### src/rtl/inst_fetch_seq_pkg.sv
// Shared types and constants for the boot-flash instruction fetch sequencer.
package fetch_seq_pkg;

    typedef enum logic [2:0] {
        ST_IDLE,
        ST_REQ,
        ST_WAIT,
        ST_DWELL,
        ST_DONE
    } fetch_state_e;

    localparam logic [1:0]  INST_SIZE_WORD = 2'b10;
    localparam logic [31:0] ADDR_STEP      = 32'd4;

    function automatic logic [31:0] next_addr(input logic [31:0] addr);
        return addr + ADDR_STEP;
    endfunction

endpackage

### src/rtl/inst_fetch_seq_sat_counter.sv
// Saturating up-counter; hit marks the enabled cycle that completes the MAX-th count.
module sat_counter #(
    parameter int unsigned MAX = 1
) (
    input  logic clk,
    input  logic rst,
    input  logic load,
    input  logic enable,
    output logic hit
);

    localparam int W = (MAX < 1) ? 1 : $clog2(MAX + 1);
    localparam logic [W-1:0] MAX_V = W'(MAX);

    logic [W-1:0] cnt_q;
    logic [W-1:0] cnt_d;

    always_comb begin
        cnt_d = cnt_q;
        if (load) begin
            cnt_d = '0;
        end else if (enable && (cnt_q != MAX_V)) begin
            cnt_d = cnt_q + 1'b1;
        end
    end

    always_ff @(posedge clk) begin
        if (rst) begin
            cnt_q <= '0;
        end else begin
            cnt_q <= cnt_d;
        end
    end

    // MAX of zero behaves as a single-cycle count
    assign hit = (MAX == 0) || (({1'b0, cnt_q} + 1'b1) >= {1'b0, MAX_V});

endmodule

### src/rtl/inst_fetch_seq.sv
// Sram-like instruction-port master that walks boot-flash words into the display.
// Build option FETCH_LOOP_EN: wrap to BASE_ADDR after the last word and pulse done per pass.
module inst_fetch_seq
    import fetch_seq_pkg::*;
#(
    parameter logic [31:0] BASE_ADDR      = 32'h1fc00000,
    parameter int unsigned WORD_COUNT     = 16,
    parameter int unsigned DWELL_CYCLES   = 50000000,
    parameter int unsigned TIMEOUT_CYCLES = 1000000,
    localparam int IDX_W = $clog2(WORD_COUNT + 1)
) (
    input  logic             clk,
    input  logic             rst,
    input  logic             run,
    output logic             inst_req,
    output logic             inst_wr,
    output logic [1:0]       inst_size,
    output logic [31:0]      inst_addr,
    input  logic             inst_addr_ok,
    input  logic             inst_data_ok,
    input  logic [31:0]      inst_rdata,
    output logic [31:0]      disp_data,
    output logic             disp_valid,
    output logic [IDX_W-1:0] word_idx,
    output logic             done,
    output logic             err
);

    localparam logic [IDX_W-1:0] LAST_IDX = IDX_W'(WORD_COUNT - 1);

    fetch_state_e     state_q, state_d;
    logic             req_q, req_d;
    logic [31:0]      addr_q, addr_d;
    logic [IDX_W-1:0] idx_q, idx_d;
    logic [IDX_W-1:0] word_idx_q, word_idx_d;
    logic [31:0]      disp_data_q, disp_data_d;
    logic             disp_valid_q, disp_valid_d;
    logic             done_q, done_d;
    logic             err_q, err_d;
    logic             capture;
    logic             dwell_hit;
    logic             tmo_hit;

    sat_counter #(.MAX(DWELL_CYCLES)) u_dwell_cnt (
        .clk    (clk),
        .rst    (rst),
        .load   (state_q != ST_DWELL),
        .enable (state_q == ST_DWELL),
        .hit    (dwell_hit)
    );

    sat_counter #(.MAX(TIMEOUT_CYCLES)) u_timeout_cnt (
        .clk    (clk),
        .rst    (rst),
        .load   (state_q != ST_WAIT),
        .enable (state_q == ST_WAIT),
        .hit    (tmo_hit)
    );

    // Data may arrive with the address acceptance, skipping WAIT entirely
    assign capture = ((state_q == ST_REQ) && inst_addr_ok && inst_data_ok) ||
                     ((state_q == ST_WAIT) && inst_data_ok);

    always_comb begin
        state_d      = state_q;
        addr_d       = addr_q;
        idx_d        = idx_q;
        word_idx_d   = word_idx_q;
        disp_data_d  = disp_data_q;
        disp_valid_d = 1'b0;
        err_d        = err_q;
`ifdef FETCH_LOOP_EN
        done_d       = 1'b0;
`else
        done_d       = done_q;
`endif
        if (capture) begin
            disp_data_d  = inst_rdata;
            disp_valid_d = 1'b1;
            word_idx_d   = idx_q;
        end
        case (state_q)
            ST_IDLE: begin
                if (run) state_d = ST_REQ;
            end
            ST_REQ: begin
                if (inst_addr_ok) state_d = inst_data_ok ? ST_DWELL : ST_WAIT;
            end
            ST_WAIT: begin
                if (inst_data_ok) begin
                    state_d = ST_DWELL;
                end else if (tmo_hit) begin
                    err_d   = 1'b1;
                    state_d = ST_DONE;
                end
            end
            ST_DWELL: begin
                if (dwell_hit) begin
                    if (idx_q == LAST_IDX) begin
                        done_d = 1'b1;
`ifdef FETCH_LOOP_EN
                        idx_d   = '0;
                        addr_d  = BASE_ADDR;
                        state_d = run ? ST_REQ : ST_IDLE;
`else
                        state_d = ST_DONE;
`endif
                    end else begin
                        idx_d   = idx_q + 1'b1;
                        addr_d  = next_addr(addr_q);
                        state_d = run ? ST_REQ : ST_IDLE;
                    end
                end
            end
            ST_DONE: begin
                state_d = ST_DONE;
            end
            default: begin
                state_d = ST_IDLE;
            end
        endcase
        req_d = (state_d == ST_REQ);
    end

    always_ff @(posedge clk) begin
        if (rst) begin
            state_q      <= ST_IDLE;
            req_q        <= 1'b0;
            addr_q       <= BASE_ADDR;
            idx_q        <= '0;
            word_idx_q   <= '0;
            disp_data_q  <= '0;
            disp_valid_q <= 1'b0;
            done_q       <= 1'b0;
            err_q        <= 1'b0;
        end else begin
            state_q      <= state_d;
            req_q        <= req_d;
            addr_q       <= addr_d;
            idx_q        <= idx_d;
            word_idx_q   <= word_idx_d;
            disp_data_q  <= disp_data_d;
            disp_valid_q <= disp_valid_d;
            done_q       <= done_d;
            err_q        <= err_d;
        end
    end

    assign inst_req   = req_q;
    assign inst_wr    = 1'b0;
    assign inst_size  = INST_SIZE_WORD;
    assign inst_addr  = addr_q;
    assign disp_data  = disp_data_q;
    assign disp_valid = disp_valid_q;
    assign word_idx   = word_idx_q;
    assign done       = done_q;
    assign err        = err_q;

endmodule

### config.mk
export PLATFORM = sky130hd
export DESIGN_NAME = inst_fetch_seq
export DESIGN_NICKNAME = d
export VERILOG_FILES = /design/src/rtl/inst_fetch_seq_pkg.sv /design/src/rtl/inst_fetch_seq_sat_counter.sv /design/src/rtl/inst_fetch_seq.sv
export SDC_FILE = /design/constraint.sdc
export NUM_CORES = 1
export LEC_CHECK = 0
export ABC_CLOCK_PERIOD_IN_PS = 4100
export CAP_MARGIN = 20
export CORE_UTILIZATION = 45
export CTS_BUF_LIST = sky130_fd_sc_hd__clkbuf_8
export DETAILED_ROUTE_END_ITERATION = 7
export HOLD_SLACK_MARGIN = 0.03
export PLACE_DENSITY_LB_ADDON = 0.15
export SYNTH_ARGS = -nofsm -noshare
export SYNTH_HDL_FRONTEND = slang
export SYNTH_SLANG_ARGS = --single-unit
### constraint.sdc
create_clock -name clk -period 4.1 [get_ports clk]
set_clock_uncertainty 0.2 [all_clocks]
set_input_delay 0.615 -clock clk [delete_from_list [all_inputs] [get_ports clk]]
set_output_delay 0.615 -clock clk [all_outputs]
set_load 0.005 [all_outputs]
======== Word-level counts from Yosys, hierarchy flattened ========
Cells that the tools add are included.
word-level totals
  memories ................................ 0
  output and inout bits ................... 76
  logic and storage cells ................. 53
  memory bits (read-only) ................. 0
  bits in registers ....................... 127
  bits in writable memories ............... 0
  bits in latches ......................... 0
  input bits .............................. 37
cells by class
  multiplexer cells ....................... 10
  shift-type cells ........................ 0
  order comparisons ....................... 2
  eq/ne operators ......................... 10
  bitwise operators ....................... 2
  add/subtract/negate cells ............... 6
  divide/modulo/power cells ............... 0
  multipliers ............................. 0
  reduce and logical (&&, ||, !) cells .... 12
operators by type and width
  cell                   count
  $add 32x3->32 const B  1
  $add 26x1->27 const B  1
  $ge 27x26->1 const B   1
  $add 26x1->26 const B  1
  $ne 26x26->1 const B   1
  $add 20x1->21 const B  1
  $ge 21x20->1 const B   1
  $add 20x1->20 const B  1
  $ne 20x20->1 const B   1
  $mux 3                 6
  $pmux 3 s5             1
  $reduce_and 3->1       3
  $eq 3x1->1 const B     2
  $eq 3x2->1 const B     2
  $ne 3x2->1 const B     2
  $add 5x1->5 const B    1
  $eq 5x4->1 const B     1
  $logic_and 1x1->1      5
  $reduce_or 2->1        2
  $eq 3x3->1 const B     1
  $logic_not 3->1        1
  $mux 1                 3
  $not 1->1              2
  $logic_or 1x1->1       1

======== Logic depth before layout (Yosys ltp) ========
Gate-level depths: netlist of the first run.
  depth in word-level cells ............... 6
  mapped depth ............................ 12
  depth with buffers taken out ............ 9

======== By module ========
Synthesis of the first run repeated with hierarchy kept, for this count alone.
unflattened totals
  cells, all modules ...................... 717
  area, all modules ....................... 6193.4 µm²
by module, submodules not included
  module                        sequential area each (µm²)  cells each  area an instance (µm²)  times used
  inst_fetch_seq                1581.5                      368         3428.3                  1
  sat_counter at u_dwell_cnt    520.5                       193         1522.7                  1
  sat_counter at u_timeout_cnt  400.4                       156         1242.4                  1

======== Least setup slack after synthesis of the first run ========
No wires, ideal clock.
  path type ............................... reg2reg
  start point ............................. register u_dwell_cnt.cnt_q[1]
  end point ............................... register idx_q[3]
  setup slack ............................. 0.995 ns
  buffers on the path ..................... 1
  clock period less this slack ............ 3.105 ns
  setup time .............................. 0.070 ns
  data arrival time ....................... 2.835 ns
  required time ........................... 3.830 ns
  cell stages (with the launch flop) ...... 11
  path through ............................ dfxtp_1 -> ha_1 -> nand3_2 -> nor4_4 -> and3_1 -> o211ai_2 -> nor4_4 -> o2111ai_2 -> buf_2 -> or4_1 -> a21oi_1
on the way
  longest elaborated chain between the ends .. 3
RTL lines
  what                        line                              text
  from (decl)                 inst_fetch_seq_sat_counter.sv:15  logic [W-1:0] cnt_q;
  from (signal assigned)      inst_fetch_seq_sat_counter.sv:31  cnt_q <= cnt_d;
  $add 26x1->27               inst_fetch_seq_sat_counter.sv:36  assign hit = (MAX == 0) || (({1'b0, cnt_q} + 1'b1) >= {1'b0, MAX_V});
  $ge 27x26->1                inst_fetch_seq_sat_counter.sv:36
  $reduce_and 3->1 (no line)  -
  to (signal assigned)        inst_fetch_seq.sv:140             idx_q <= idx_d;
  to (decl)                   inst_fetch_seq.sv:34              logic [IDX_W-1:0] idx_q, idx_d;
Every way passes these cells.
A chain may end at the register's enable or synchronous reset.

======== Worst setup path after layout of the first run ========
  start point ............................. register u_dwell_cnt.cnt_q[1]
  end point ............................... register addr_q[6], in the netlist inst_addr[6]
on the way
  longest elaborated chain between the ends .. 3
RTL lines
  what                        line                              text
  $add 26x1->27               inst_fetch_seq_sat_counter.sv:36
  $ge 27x26->1                inst_fetch_seq_sat_counter.sv:36
  $reduce_and 3->1 (no line)  -
  to (signal assigned)        inst_fetch_seq.sv:139             addr_q <= addr_d;
  to (decl)                   inst_fetch_seq.sv:33              logic [31:0] addr_q, addr_d;
Every way passes these cells.

==> impl_metrics.yaml, run 1 <==
status:
  status: "complete, no violations"
drt:
  drc: 0
  vias: 5776
  routed_via_density: 5.646
  drt_iter0_markers: 328
  antenna_left: 0
  wl_per_cell_um: 15.17
  drt_wl_total_mm: 15.52
  firstDrtPassIters: 5
cts:
  cts_buffer_depth: 2
  numCtsBuffers: 17
  post_cts_buffers: 0
  path_clk_slew_ps: 70
  cts_sinks: 125
  clk-insertion-delay-late_ps: 440
  cts-root-buf: "clkbuf_8"
  cts-htree-levels: 4
  cts_repair_resize_count: 0
  cts_tree: "yes"
  holdBufCountCts: 0
cells_and_area:
  final_area_mm2: 0.007720
  syn2layout_area_growth_pct: 26.07
  final_cells: 1023
  drive_gt1_frac: 0.06966
  n_antenna_cell: 0
  fillCellCount: 1232
  fin_nets: 879
synth:
  synthMuxAreaShare: 0.01512
  synth_top_area_cell: "dfxtp_1"
  synthTopCellsByArea: "dfxtp_1, a21oi_1, nand2_1"
  ys_ff_latch: 125
  synthAdderAreaFrac: 0.01430
  syn_inst: 749
  ys_async_sr_fraction: 0
  netlist_area_mm2: 0.006123
  synthTopCellsByCount: "dfxtp_1, nand2_1, a21oi_1"
  yosys.area_share.xor_xnor: 0.05864
  yosysMostFrequentCell: "dfxtp_1"
  ys.flop_type: "dfxtp_1"
  syn_avg_cell_area_um2: 8.175
  yosys.area_share.simple: 0.2781
  synth.yosys.warnings: 0
  synth.yosys.seq_area_share: 0.4087
  synth_top_family_by_area: "simple AND/OR/NAND/NOR gates"
  synth_edf_count: 0
  synth.top_cell.area_share: 0.4087
  synth_cell_types: 62
  synth_compound_area_frac: 0.1780
critical_path:
  cp-end-kind: "flip-flop"
  r2r_cells: 10
  r2r_start: "u_dwell_cnt.cnt_q[1]$_SDFFE_PP0P_"
  worstSetupEndpoint: "inst_addr[6]$_SDFFE_PP0P_"
  crit_fanout: 26
  cp-start-kind: "flip-flop"
  critPathLaunch: "u_dwell_cnt.cnt_q[1]$_SDFFE_PP0P_"
  cp.required_ps: 4270
  arrival_ps: 4010
  crit_type: "reg2reg"
  r2r-end: "inst_addr[6]$_SDFFE_PP0P_"
  rrSetupSlack_ps: 250
sta:
  slew_headroom: 0.3107
  finalSetupTns_ps: 0
  setup_viol: 0
  whs_ps: 252.4
  slew_viol_final: 0
  worst_pin_slew_ps: 1028
  timing_hold_violations_final: 0
  rsz0062_at_grt: "no"
  timing.fmax_mhz: 259.9
  period_share: 0.9383
  finalCriticalPeriod_ps: 3847
placement:
  portBuffers: 107
  dpl_cell_area_mm2: 0.007272
  place.gp.congestion: 0.8936
  hpwl_mm: 10.53
  placedCellCount: 992
grt:
  grt-busiest-layer: "met2"
  grt_util_met1: 0.2832
  antenna_found_initial: 0
  grt_max_degree: 49
  grt_pass1_vias: 5465
  grtUsageMet2: 0.3662
  grt_pass1_wl_mm: 26.23
  grt_overflow_total: 0
  gr-usage-all-layers: 0.2270
  grt_use_met3: 0.06660
power_and_ir_drop:
  ir_drop_v: 0.0002223
  power_density_mw_per_mm2: 399.7
  power_leakage_uw: 0.002624
floorplan:
  rows: 42
  dieArea_mm2: 0.01408
  fp.dieH_um: 118.7
  die_w_um: 118.7
  io_pins: 113
  initial_core_util: 0.4624
  fp.coreArea_mm2: 0.01324
hold_path:
  min_path_type: "reg2reg"
run:
  drv_cap: 0
cell usage in the layout, fill, tap and decap left out, types with 4 or more instances in the layout:
master / instances
a31oi_1: 7
nand2b_1: 6
or3_1: 6
xor2_1: 18
nand3_1: 28
nor4_1: 8
clkdlybuf4s50_1: 106
mux2i_1: 7
xnor2_1: 23
and3_1: 18
inv_1: 19
o31ai_1: 23
or2_2: 5
nor2b_1: 7
nor2_1: 35
nor3_1: 22
clkbuf_8: 25
and4_1: 10
nand4b_1: 4
nand2_1: 107
nand4_1: 16
buf_4: 7
a21oi_1: 103
o21ai_0: 17
conb_1: 5
ha_1: 7
dfxtp_1: 125
or4_1: 24
and2_1: 5
worst min-delay path by stage:
stage                                     startpoint                          to  cells past startpoint
after floorplan                     err$_SDFFE_PP0P_            err$_SDFFE_PP0P_                      2
after global placement    disp_data[25]$_SDFFE_PP0P_  disp_data[25]$_SDFFE_PP0P_                      2
after detailed placement   disp_data[8]$_SDFFE_PP0P_   disp_data[8]$_SDFFE_PP0P_                      2
after CTS                  disp_data[8]$_SDFFE_PP0P_   disp_data[8]$_SDFFE_PP0P_                      2
after global routing      disp_data[31]$_SDFFE_PP0P_  disp_data[31]$_SDFFE_PP0P_                      2
final                       word_idx[4]$_SDFFE_PP0P_    word_idx[4]$_SDFFE_PP0P_                      2
power by group:
part | total (uW) | switching, uW | leakage (uW) | internal (uW)
registers | 1400 | 95.2 | 0.00101 | 1310
logic | 491 | 263 | 0.00138 | 228
clock network | 1190 | 466 | 0.000235 | 725
through the flow:
step	util	total power (uW)	setup WS, ps
5_1_grt	0.5830	3238	15.73
3_3_place_gp	0.5491	1906	604.4
6_report	0.5830	3086	253.0
2_1_floorplan	-	1702	994.6
4_1_cts	0.5830	3115	330.8
3_5_place_dp	0.5491	1919	396.5
metal layers:
layer | vias to the layer above | part of all wire | wire length (um)
met1 | 2769 | 0.45 | 7027
met2 | 139 | 0.48 | 7453
met4 | 0 | 0.011 | 163
li1 | 2854 | - | -
met3 | 14 | 0.056 | 876
met5 | - | 0 | 0
cell families (layout without fill, tap and decap cells):
| logic type | after synthesis | in the layout |
|---|---|---|
| adder cells (fa/ha/maj) | 7 | 7 |
| buffers and inverters | 68 | 163 |
| other | 2 | 5 |
| AO/OA/AOI/OAI | 181 | 181 |
| multiplexers | 9 | 9 |
| flip-flops | 125 | 125 |
| AND/OR/NAND/NOR | 316 | 316 |
| XOR/XNOR | 41 | 41 |
cell type report:
class / instances / area (um2) / share of cell area
timing repair buffer: 114 / 1119 / 0.1449
clock buffer: 25 / 344.1 / 0.04457
sequential: 125 / 2502 / 0.3241
inverter: 18 / 67.56 / 0.008752
clock inverter: 6 / 103.9 / 0.01345
tap: 176 / 220.2 / 0.02853
multi-input combinational: 559 / 3363 / 0.4357
registers in the layout (all words and copies together) (netlist names):
signal               flops
disp_data               32
inst_addr               30
u_dwell_cnt.cnt_q       26
u_timeout_cnt.cnt_q     20
idx_q                    5
word_idx                 5
state_q                  3
disp_valid               1
done                     1
err                      1
inst_req                 1
critical path, cell delays in order (launching register included):
cell       delay (ps)
dfxtp_1           460
ha_1              290
nand3_2           210
nor4_4            460
nand2_1           200
xor2_1            200
o311ai_2          400
o2111ai_2         370
buf_4             320
or4_1             500
a21oi_1           150
Note: power is estimated with default switching activity, not from simulation.
==> inputs of run 2 (changes only) <==
ABC_CLOCK_PERIOD_IN_PS = not set   (was 4100)
SLEW_MARGIN = 25   (was not set)
==> results of run 2 <==
No change in the layout: final DEF, timing and power equal those of run 1.
==> inputs of run 3 (changes only) <==
ABC_CLOCK_PERIOD_IN_PS = 4100   (was not set)
==> results of run 3 <==
No change in the layout: final DEF, timing and power equal those of run 1.
